File: src/rtl/fetch_unit_if.sv
// Fetch unit bus bundle: retire/CSR redirect inputs, imem address/data, decode-side outputs.
// Latency: none (wires only).
// Backpressure: hold_i from decode stalls the fetch stage.
// Optional macro BRANCH_PREDICTION_EN adds the predicted_branch_o signal.
// Modports: master = fetch unit side, slave = environment side (retire, CSR, imem, decode).
interface fetch_unit_if;
  logic        hold_i;
  logic        jump_i;
  logic [31:0] jump_target_i;
  logic        ctx_switch_i;
  logic [31:0] ctx_switch_target_i;
  logic [31:0] instruction_address_o;
  logic [31:0] instruction_data_i;
  logic [31:0] instruction_o;
  logic [31:0] pc_o;
  logic [2:0]  tag_o;
  logic        valid_o;
  logic        exc_misaligned_fetch_o;
`ifdef BRANCH_PREDICTION_EN
  logic        predicted_branch_o;
`endif

  modport master (
    input  hold_i, jump_i, jump_target_i, ctx_switch_i, ctx_switch_target_i,
    input  instruction_data_i,
    output instruction_address_o, instruction_o, pc_o, tag_o, valid_o,
`ifdef BRANCH_PREDICTION_EN
    output predicted_branch_o,
`endif
    output exc_misaligned_fetch_o
  );

  modport slave (
    output hold_i, jump_i, jump_target_i, ctx_switch_i, ctx_switch_target_i,
    output instruction_data_i,
    input  instruction_address_o, instruction_o, pc_o, tag_o, valid_o,
`ifdef BRANCH_PREDICTION_EN
    input  predicted_branch_o,
`endif
    input  exc_misaligned_fetch_o
  );
endinterface

File: src/rtl/fetch_unit.sv
// Fetch stage: issues imem addresses, pairs returned words with PC/path tag, delivers to decode.
// Latency: address at t, word on instruction_o at t+1; redirect at t -> target word at t+2.
// Backpressure: hold_i stops issue; the single in-flight word is parked in a one-entry skid.
// Ports: clk, reset (sync, active-high), bus (fetch_unit_if.master).
// Optional macro BRANCH_PREDICTION_EN: static backward-taken branch predictor + predicted_branch_o.
module fetch_unit #(
  parameter logic [31:0] START_ADDR = 32'h0000_0000,
  parameter logic [31:0] NOP        = 32'h0000_0013
) (
  input  logic         clk,
  input  logic         reset,
  fetch_unit_if.master bus
);

  logic [31:0] pc_q;
  logic [2:0]  tag_q;

  logic        resp_valid_q;
  logic [31:0] resp_pc_q;
  logic [2:0]  resp_tag_q;
  logic        resp_mis_q;

  logic        skid_valid_q;
  logic [31:0] skid_instr_q;
  logic [31:0] skid_pc_q;
  logic [2:0]  skid_tag_q;
  logic        skid_mis_q;

  logic        redirect;
  logic [31:0] redirect_pc;
  logic        issue;
  logic        predict;
  logic [31:0] predict_pc;

  logic        sel_valid;
  logic [31:0] sel_instr;
  logic [31:0] sel_pc;
  logic [2:0]  sel_tag;
  logic        sel_mis;

  assign redirect    = bus.jump_i | bus.ctx_switch_i;
  // CSR-originated redirects (trap/MRET) override retire jumps.
  assign redirect_pc = bus.ctx_switch_i ? bus.ctx_switch_target_i : bus.jump_target_i;
  assign issue       = !bus.hold_i && !redirect;

  // A parked skid word always takes precedence over the live imem response.
  always_comb begin
    sel_valid = resp_valid_q;
    sel_instr = bus.instruction_data_i;
    sel_pc    = resp_pc_q;
    sel_tag   = resp_tag_q;
    sel_mis   = resp_mis_q;
    if (skid_valid_q) begin
      sel_valid = 1'b1;
      sel_instr = skid_instr_q;
      sel_pc    = skid_pc_q;
      sel_tag   = skid_tag_q;
      sel_mis   = skid_mis_q;
    end
  end

  assign bus.instruction_address_o  = pc_q;
  assign bus.instruction_o          = sel_valid ? sel_instr : NOP;
  assign bus.pc_o                   = sel_pc;
  assign bus.tag_o                  = sel_tag;
  assign bus.valid_o                = sel_valid;
  assign bus.exc_misaligned_fetch_o = sel_mis;

`ifdef BRANCH_PREDICTION_EN
  logic [31:0] br_offset;

  // B-type immediate, sign-extended.
  assign br_offset  = {{19{sel_instr[31]}}, sel_instr[31], sel_instr[7],
                       sel_instr[30:25], sel_instr[11:8], 1'b0};
  // Only backward (negative offset) conditional branches are predicted taken,
  // and only when decode actually takes the word this cycle.
  assign predict    = !reset && sel_valid && !bus.hold_i && !redirect &&
                      (sel_instr[6:0] == 7'b1100011) && sel_instr[31];
  assign predict_pc = sel_pc + br_offset;
  assign bus.predicted_branch_o = predict;
`else
  assign predict    = 1'b0;
  assign predict_pc = 32'h0;
`endif

  always_ff @(posedge clk) begin
    if (reset) begin
      pc_q         <= START_ADDR;
      tag_q        <= 3'd0;
      resp_valid_q <= 1'b0;
      resp_pc_q    <= 32'h0;
      resp_tag_q   <= 3'd0;
      resp_mis_q   <= 1'b0;
      skid_valid_q <= 1'b0;
      skid_instr_q <= 32'h0;
      skid_pc_q    <= 32'h0;
      skid_tag_q   <= 3'd0;
      skid_mis_q   <= 1'b0;
    end else if (redirect) begin
      // New path: bump the tag once and drop whatever is in flight or parked.
      pc_q         <= redirect_pc;
      tag_q        <= tag_q + 3'd1;
      resp_valid_q <= 1'b0;
      skid_valid_q <= 1'b0;
    end else if (predict) begin
      // Same path, so the tag stays; the sequential word issued now is discarded.
      pc_q         <= predict_pc;
      resp_valid_q <= 1'b0;
      skid_valid_q <= 1'b0;
    end else if (issue) begin
      // Any skid word is consumed this cycle while the next address goes out.
      pc_q         <= pc_q + 32'd4;
      resp_valid_q <= 1'b1;
      resp_pc_q    <= pc_q;
      resp_tag_q   <= tag_q;
      resp_mis_q   <= (pc_q[1:0] != 2'b00);
      skid_valid_q <= 1'b0;
    end else begin
      // Stalled: the imem word returning now would be lost, so park it.
      resp_valid_q <= 1'b0;
      if (resp_valid_q && !skid_valid_q) begin
        skid_valid_q <= 1'b1;
        skid_instr_q <= bus.instruction_data_i;
        skid_pc_q    <= resp_pc_q;
        skid_tag_q   <= resp_tag_q;
        skid_mis_q   <= resp_mis_q;
      end
    end
  end

endmodule

File: src/flat_wrapper.sv
// flat-port wrapper written by rule: the top's interface ports become plain ports
module fetch_unit_flat 
#(
  parameter logic [31:0] START_ADDR = 32'h0000_0000,
  parameter logic [31:0] NOP        = 32'h0000_0013
)
  (clk, reset, bus_hold_i, bus_jump_i, bus_jump_target_i, bus_ctx_switch_i, bus_ctx_switch_target_i, bus_instruction_data_i, bus_instruction_address_o, bus_instruction_o, bus_pc_o, bus_tag_o, bus_valid_o, bus_exc_misaligned_fetch_o);
  fetch_unit_if bus_i ();
  input  logic clk;
  input  logic reset;
  input wire logic [$bits(bus_i.hold_i)-1:0] bus_hold_i;
  input wire logic [$bits(bus_i.jump_i)-1:0] bus_jump_i;
  input wire logic [$bits(bus_i.jump_target_i)-1:0] bus_jump_target_i;
  input wire logic [$bits(bus_i.ctx_switch_i)-1:0] bus_ctx_switch_i;
  input wire logic [$bits(bus_i.ctx_switch_target_i)-1:0] bus_ctx_switch_target_i;
  input wire logic [$bits(bus_i.instruction_data_i)-1:0] bus_instruction_data_i;
  output wire logic [$bits(bus_i.instruction_address_o)-1:0] bus_instruction_address_o;
  output wire logic [$bits(bus_i.instruction_o)-1:0] bus_instruction_o;
  output wire logic [$bits(bus_i.pc_o)-1:0] bus_pc_o;
  output wire logic [$bits(bus_i.tag_o)-1:0] bus_tag_o;
  output wire logic [$bits(bus_i.valid_o)-1:0] bus_valid_o;
  output wire logic [$bits(bus_i.exc_misaligned_fetch_o)-1:0] bus_exc_misaligned_fetch_o;
  assign bus_i.hold_i = bus_hold_i;
  assign bus_i.jump_i = bus_jump_i;
  assign bus_i.jump_target_i = bus_jump_target_i;
  assign bus_i.ctx_switch_i = bus_ctx_switch_i;
  assign bus_i.ctx_switch_target_i = bus_ctx_switch_target_i;
  assign bus_i.instruction_data_i = bus_instruction_data_i;
  assign bus_instruction_address_o = bus_i.instruction_address_o;
  assign bus_instruction_o = bus_i.instruction_o;
  assign bus_pc_o = bus_i.pc_o;
  assign bus_tag_o = bus_i.tag_o;
  assign bus_valid_o = bus_i.valid_o;
  assign bus_exc_misaligned_fetch_o = bus_i.exc_misaligned_fetch_o;
  fetch_unit #(.START_ADDR(START_ADDR), .NOP(NOP)) u_core (.clk(clk), .reset(reset), .bus(bus_i));
endmodule
File: config.mk
export PLATFORM = sky130hd
export DESIGN_NAME = fetch_unit_flat
export DESIGN_NICKNAME = d
export VERILOG_FILES = /design/src/rtl/fetch_unit_if.sv /design/src/rtl/fetch_unit.sv /design/src/flat_wrapper.sv
export SDC_FILE = /design/constraint.sdc
export NUM_CORES = 1
export LEC_CHECK = 0
export ABC_AREA = 1
export CAP_MARGIN = 20
export CELL_PAD_IN_SITES_DETAIL_PLACEMENT = 1
export CELL_PAD_IN_SITES_GLOBAL_PLACEMENT = 1
export CORE_UTILIZATION = 33
export DETAILED_ROUTE_END_ITERATION = 7
export GPL_TIMING_DRIVEN = 0
export PLACE_DENSITY = 0.87
export RECOVER_POWER = 50
export SLEW_MARGIN = 10
export SYNTH_ARGS = -nofsm -noshare
export SYNTH_HDL_FRONTEND = slang
export SYNTH_SLANG_ARGS = --single-unit
File: constraint.sdc
create_clock -name clk -period 2.1 [get_ports clk]
set_input_delay 0.315 -clock clk [delete_from_list [all_inputs] [get_ports clk]]
set_output_delay 0.315 -clock clk [all_outputs]
set_load 0.05 [all_outputs]
==> impl_metrics.tcl, run 1 <==
set metrics [dict create \
    gp_congestion 0.884 \
    combPwrFrac_pct 17.5 \
    final_core_utilization_pct 47.0 \
    r2r_start "u_core.bus.instruction_address_o[2]$_SDFFE_PP0N_" \
    startpoint "u_core.skid_valid_q$_SDFFE_PP0P_" \
    fp.dieH_um 147 \
    hold_end "u_core.bus.instruction_address_o[3]$_SDFFE_PP0N_" \
    cp_max_fo 10 \
    drc 0 \
    layout_min_cycle_time_ns 2.13 \
    p_int_mw 4.71 \
    final_common_cell "nand2_1" \
    skew_ns 0.0102 \
    worst_pin_slew_ns 0.692 \
    hp-class "input pin to flop" \
    die_w_um 147 \
    status "complete, but fails checks" \
    grt_pass1_wl_um 44300 \
    htreeDepth 4 \
    grt_pass1_vias 8325 \
    synth.net_count 1167 \
    final_nets 1385 \
    clockBufferDepth 2 \
    p_seq_share_pct 42.2 \
    drive_above_1_share_pct 10.7 \
    r2r_end "u_core.bus.instruction_address_o[22]$_SDFFE_PP0N_" \
    grt_overflow 0 \
    fin_tns_setup_ns -0.0293 \
    dr.first_iter.drc_count 452 \
    r2r_slack_ns 0.14 \
    crit_arrival_ns 1.81 \
    ys_types 28 \
    dp_hpwl_um 21100 \
    switching_share_pct 31.4 \
    setup_violations 1 \
    power_switching_mw 2.15 \
    routed_wl_um 28100 \
    hold_start "bus_jump_i" \
    antenna_found_initial 0 \
    dp_cells 1533 \
    start_util_pct 34.0 \
    syn_area_um2 6940 \
    end_kind "primary output" \
    wl_per_cell_um 18.0 \
    dr_total_vias 8080 \
    power_leakage_nw 4.06 \
    die_area_um2 21600 \
    grt_start_max_net_pins 17 \
    most-common-layout-cells "319 x nand2_1, 174 x nor2_1, 141 x dfxtp_1" \
    crit_type "flop to primary output" \
    rsz0062_at_grt "yes" \
    instances_no_fill 1564 \
    cap_violations 0 \
    cts_tree "built" \
    clock_latency_ns 0.44 \
    syn_avg_cell_area_um2 6.52 \
    ios 202 \
    root_buffer "clkbuf_16" \
    ir_drop_mv 0.595 \
    fin_ws_ns -0.0293 \
    io_buffer_count 199 \
    cts_made_buffers 17 \
    rows 52 \
    violations "negative setup slack" \
    post_cts_buffers 0 \
    fmax_mhz 470 \
    synth-seq-cells 141 \
    fin_crit_sh_pct 101 \
    area_growth_pct 38.4 \
    hold_depth 5 \
    clkTransAtPathRegs_ns 0.07 \
    yosysSeqAreaShare_pct 40.7 \
    synthCells 1064 \
    core_um2 20400 \
    grt.total_usage_pct 26.3 \
    clock-sinks 141 \
    reg2regPathDepth 9 \
    via_per_inst 5.17 \
    ant_nets 0 \
    num_antenna_cells 0 \
    ys_warn_count 0 \
    hold_viol 0 \
    power.share.clock_pct 40.3 \
    firstDrtPassIters 5 \
    powerDensity_nw_per_um2 715 \
    worstPathRequired_ns 1.78 \
    preCtsSetupSlack_ns -0.689 \
    cp-start-kind "flop" \
    drv_slew 0 \
    slew_headroom_pct 54.1 \
]
cell type report:
| class | count | area, um2 |
|---|---|---|
| Fill cell | 2679 | 10800 |
| Multi-Input combinational cell | 808 | 3610 |
| Clock inverter | 13 | 93.8 |
| Timing Repair Buffer | 199 | 1770 |
| Inverter | 45 | 170 |
| Buffer | 70 | 373 |
| Clock buffer | 18 | 429 |
| Sequential cell | 141 | 2820 |
| Tap cell | 270 | 338 |
synth_stat cells, drive strengths merged:
library cell  instances  area [um2]
clkbuf               42         158
clkinv                1        5.00
a21oi               111         556
nand2               319        1200
inv                  44         168
o221ai                1        8.76
and2                  2        12.5
or2                   1        6.26
a221oi                2        30.0
nor2                179         688
dfxtp               141        2820
o22ai                 2        12.5
o21ai               121         606
nor3                  1        5.00
nand3                25         125
buf                  28         169
ha                    2        25.0
a22o                 28         245
xnor2                 1        8.76
xor2                  4        35.0
a31oi                 9        56.3
routing by layer:
metal  share of wire, %  global-route usage, %
met2                 50                   46.7
met3                4.7                   4.69
met4                3.5                   11.0
met1                 42                   31.2
met5                  0                      0
power groups by stage:
stage                     Sequential [mW]  Clock (mW)  Combinational [mW]
after floorplan                      3.09           0               0.512
after global placement               2.95           0                1.21
after detailed placement             2.95           0                1.23
after CTS                            2.89        2.78                1.21
after global routing                 2.91        2.87                1.28
final                                2.90        2.76                1.20
critical path, stage by stage (launching register included):
cell     delay (ns)
dfxtp_1        0.31
buf_4          0.17
nor2_4         0.16
buf_8          0.17
buf_8          0.15
nand2_1        0.08
o21ai_0        0.10
buf_4          0.24
worst max-delay path by stage:
stage                                        to  slack (ns)  depth (start not counted)
after global routing      bus_instruction_o[30]       -0.06                          7
final                     bus_instruction_o[30]       -0.03                          7
after floorplan           bus_instruction_o[30]        0.13                          6
after global placement    bus_instruction_o[30]       -0.65                          7
after CTS                 bus_instruction_o[30]       0.003                          7
after detailed placement  bus_instruction_o[30]       -0.69                          7
state kept, by name, summed over array words and instances (netlist names), 3 cells and up:
name and flops:
u_core.tag_q 3, u_core.skid_tag_q 3, u_core.resp_pc_q 32, u_core.resp_tag_q 3, u_core.skid_instr_q 32, u_core.skid_pc_q 32, u_core.bus.instruction_address_o 32
logic make-up after synthesis:
family	count (synthesis)	synth area share [%]
compound gates	274	21.8
xor+xnor	5	0.631
fa+ha+maj	2	0.361
buf+inv	115	7.19
flops	141	40.7
simple gates	527	29.3
stage by stage:
stage / power [mW] / hold slack [ns] / area [um2]
floorplan: 3.60 / 0.425 / 6940
global placement: 4.16 / 0.435 / 9270
detailed placement: 4.18 / 0.450 / 9270
CTS: 6.88 / 0.362 / 9600
global route: 7.06 / 0.366 / 9600
finish: 6.86 / 0.342 / 9600
what timing repair did:
action,CTS,global route
pin swaps,0,1
hold endpoints to repair,0,0
setup endpoints to repair,72,56
gates resized for setup,391,40
hold buffers,0,0
(Power assumes the default switching activity.)
==> inputs of run 2 (changes only) <==
- CORE_MARGIN: default -> 4
==> run 2 against run 1 <==
The flow now finishes without violations. Register-to-register slack lost 0.04 ns. Clock skew shrank 0.0020 ns. Sequential share of layout area down 0.33 points. First-iteration DRC count rose by 1.5%. Final cell count increased by 0.32%. Highest routed layer unchanged.
==> impl_metrics.tcl, run 2 (synthesis gave the netlist of run 1 again) <==
set metrics [dict create \
    status "complete, no violations" \
    cpMaxStageDelayCell "clkdlybuf4s50_1" \
    critPathTopFamily "buffers and inverters" \
    root_buffer "clkbuf_16" \
    setup_violations 0 \
    layout_min_cycle_time_ns 2.07 \
    switching_share_pct 31.1 \
    p_seq_share_pct 41.3 \
    cts_tree "built" \
    worstPathRequired_ns 1.78 \
    hold_viol 0 \
    hp-class "input pin to flop" \
    fmax_mhz 483 \
    powerDensity_nw_per_um2 723 \
    cp_cell_sequence "clkdlybuf4s50_1" \
    drv_slew 0 \
    end_kind "primary output" \
    cp_max_fo 6 \
    combPwrFrac_pct 17.3 \
    crit_type "flop to primary output" \
    final_common_cell "nand2_1" \
    power_leakage_nw 4.12 \
    hold_buffers 0 \
    dp_cells 1533 \
    via_per_inst 5.26 \
    design_area_um2 9710 \
    rsz0062_at_grt "yes" \
    crit_arrival_ns 1.76 \
    ant_nets 0 \
    dp_hpwl_um 21800 \
    fin_crit_sh_pct 98.7 \
    dr.first_iter.drc_count 459 \
    most-common-layout-cells "319 x nand2_1, 173 x nor2_1, 141 x dfxtp_1" \
    ir_drop_mv 0.616 \
    drc 0 \
    critPathBufInv 1 \
    clkTransAtPathRegs_ns 0.06 \
    start_util_pct 34.0 \
    dpl_cell_area_um2 9270 \
    cap_violations 0 \
    wl_per_cell_um 18.7 \
    core_um2 20400 \
    clock-sinks 141 \
    die_w_um 153 \
    area_growth_pct 40.0 \
    grt_start_max_net_pins 17 \
    grt_overflow 0 \
    fin_tns_setup_ns 0 \
    htreeDepth 4 \
    grt.total_usage_pct 24.2 \
    clockBufferDepth 2 \
    worst_pin_slew_ns 0.703 \
    io_buffer_count 199 \
    p_int_mw 4.84 \
    fp.dieH_um 153 \
    final_nets 1388 \
    drive_above_1_share_pct 11.0 \
    power.share.clock_pct 41.3 \
    slowest_delay_ns 0.88 \
    clock_latency_ns 0.43 \
    cp-start-kind "flop" \
    firstDrtPassIters 5 \
    dr_total_vias 8249 \
    die_area_um2 23400 \
    ios 202 \
    gp_congestion 0.914 \
    instances_no_fill 1569 \
    rows 52 \
    hold_slack_ns 0.385 \
    grt_pass1_vias 8513 \
    cts_made_buffers 17 \
    antenna_found_initial 2 \
    routed_wl_um 29400 \
    power_switching_mw 2.18 \
    grt_pass1_wl_um 45700 \
    slew_headroom_pct 53.1 \
    skew_ns 0.00825 \
    power_mw 7.02 \
]
[run 2: final timing paths]
| path | from | to | slack, ns | cells past startpoint |
|---|---|---|---|---|
| worst max-delay path | u_core.bus.instruction_address_o[15]$_SDFFE_PP0N_ | bus_instruction_address_o[15] | 0.03 | 1 |
| worst min-delay path | bus_jump_i | u_core.bus.instruction_address_o[3]$_SDFFE_PP0N_ | 0.39 | 5 |
| worst max register to register | u_core.bus.instruction_address_o[2]$_SDFFE_PP0N_ | u_core.bus.instruction_address_o[28]$_SDFFE_PP0N_ | 0.10 | 9 |
| worst min register to register | u_core.skid_instr_q[29]$_SDFFE_PP0P_ | u_core.skid_instr_q[29]$_SDFFE_PP0P_ | 0.47 | 2 |
[run 2: routing by layer]
layer,vias to the layer above,track usage (%),part of all wire [%]
met5,-,0,0
met4,0,9.72,3.5
met3,67,4.75,4.7
met2,226,42.7,50
met1,4040,28.8,41
li1,3916,-,-
[run 2: power groups by stage]
stage / clock, mW / sequential (mW) / combinational [mW]
3_5_place_dp: 0 / 2.95 / 1.23
2_1_floorplan: 0 / 3.09 / 0.512
4_1_cts: 2.92 / 2.89 / 1.22
3_3_place_gp: 0 / 2.95 / 1.21
6_report: 2.90 / 2.90 / 1.22
5_1_grt: 3.05 / 2.91 / 1.30
[run 2: area by class of cell]
class / count / area (um2)
clock inverters: 13 / 116
inverters: 45 / 175
clock buffers: 18 / 429
diodes: 2 / 5.00
multi-input cells: 808 / 3630
well taps: 270 / 338
repair buffers: 202 / 1810
plain buffers: 70 / 379
flip-flops and latches: 141 / 2820
fillers: 2694 / 10700
[run 2: stage by stage]
stage / utilization [%] / setup slack (ns)
after floorplan: - / 0.128
final: 47.5 / 0.0280
after global routing: 47.5 / -0.0500
after CTS: 47.3 / -0.0250
after detailed placement: 45.4 / -0.715
after global placement: 45.4 / -0.683
[run 2: timing repair]
| action | in CTS | in global routing |
|---|---|---|
| cloned | 0 | 2 |
| setup endpoints to repair | 73 | 74 |
| setup buffers | 0 | 1 |
| pin swaps | 0 | 1 |
| gates resized for setup | 388 | 41 |
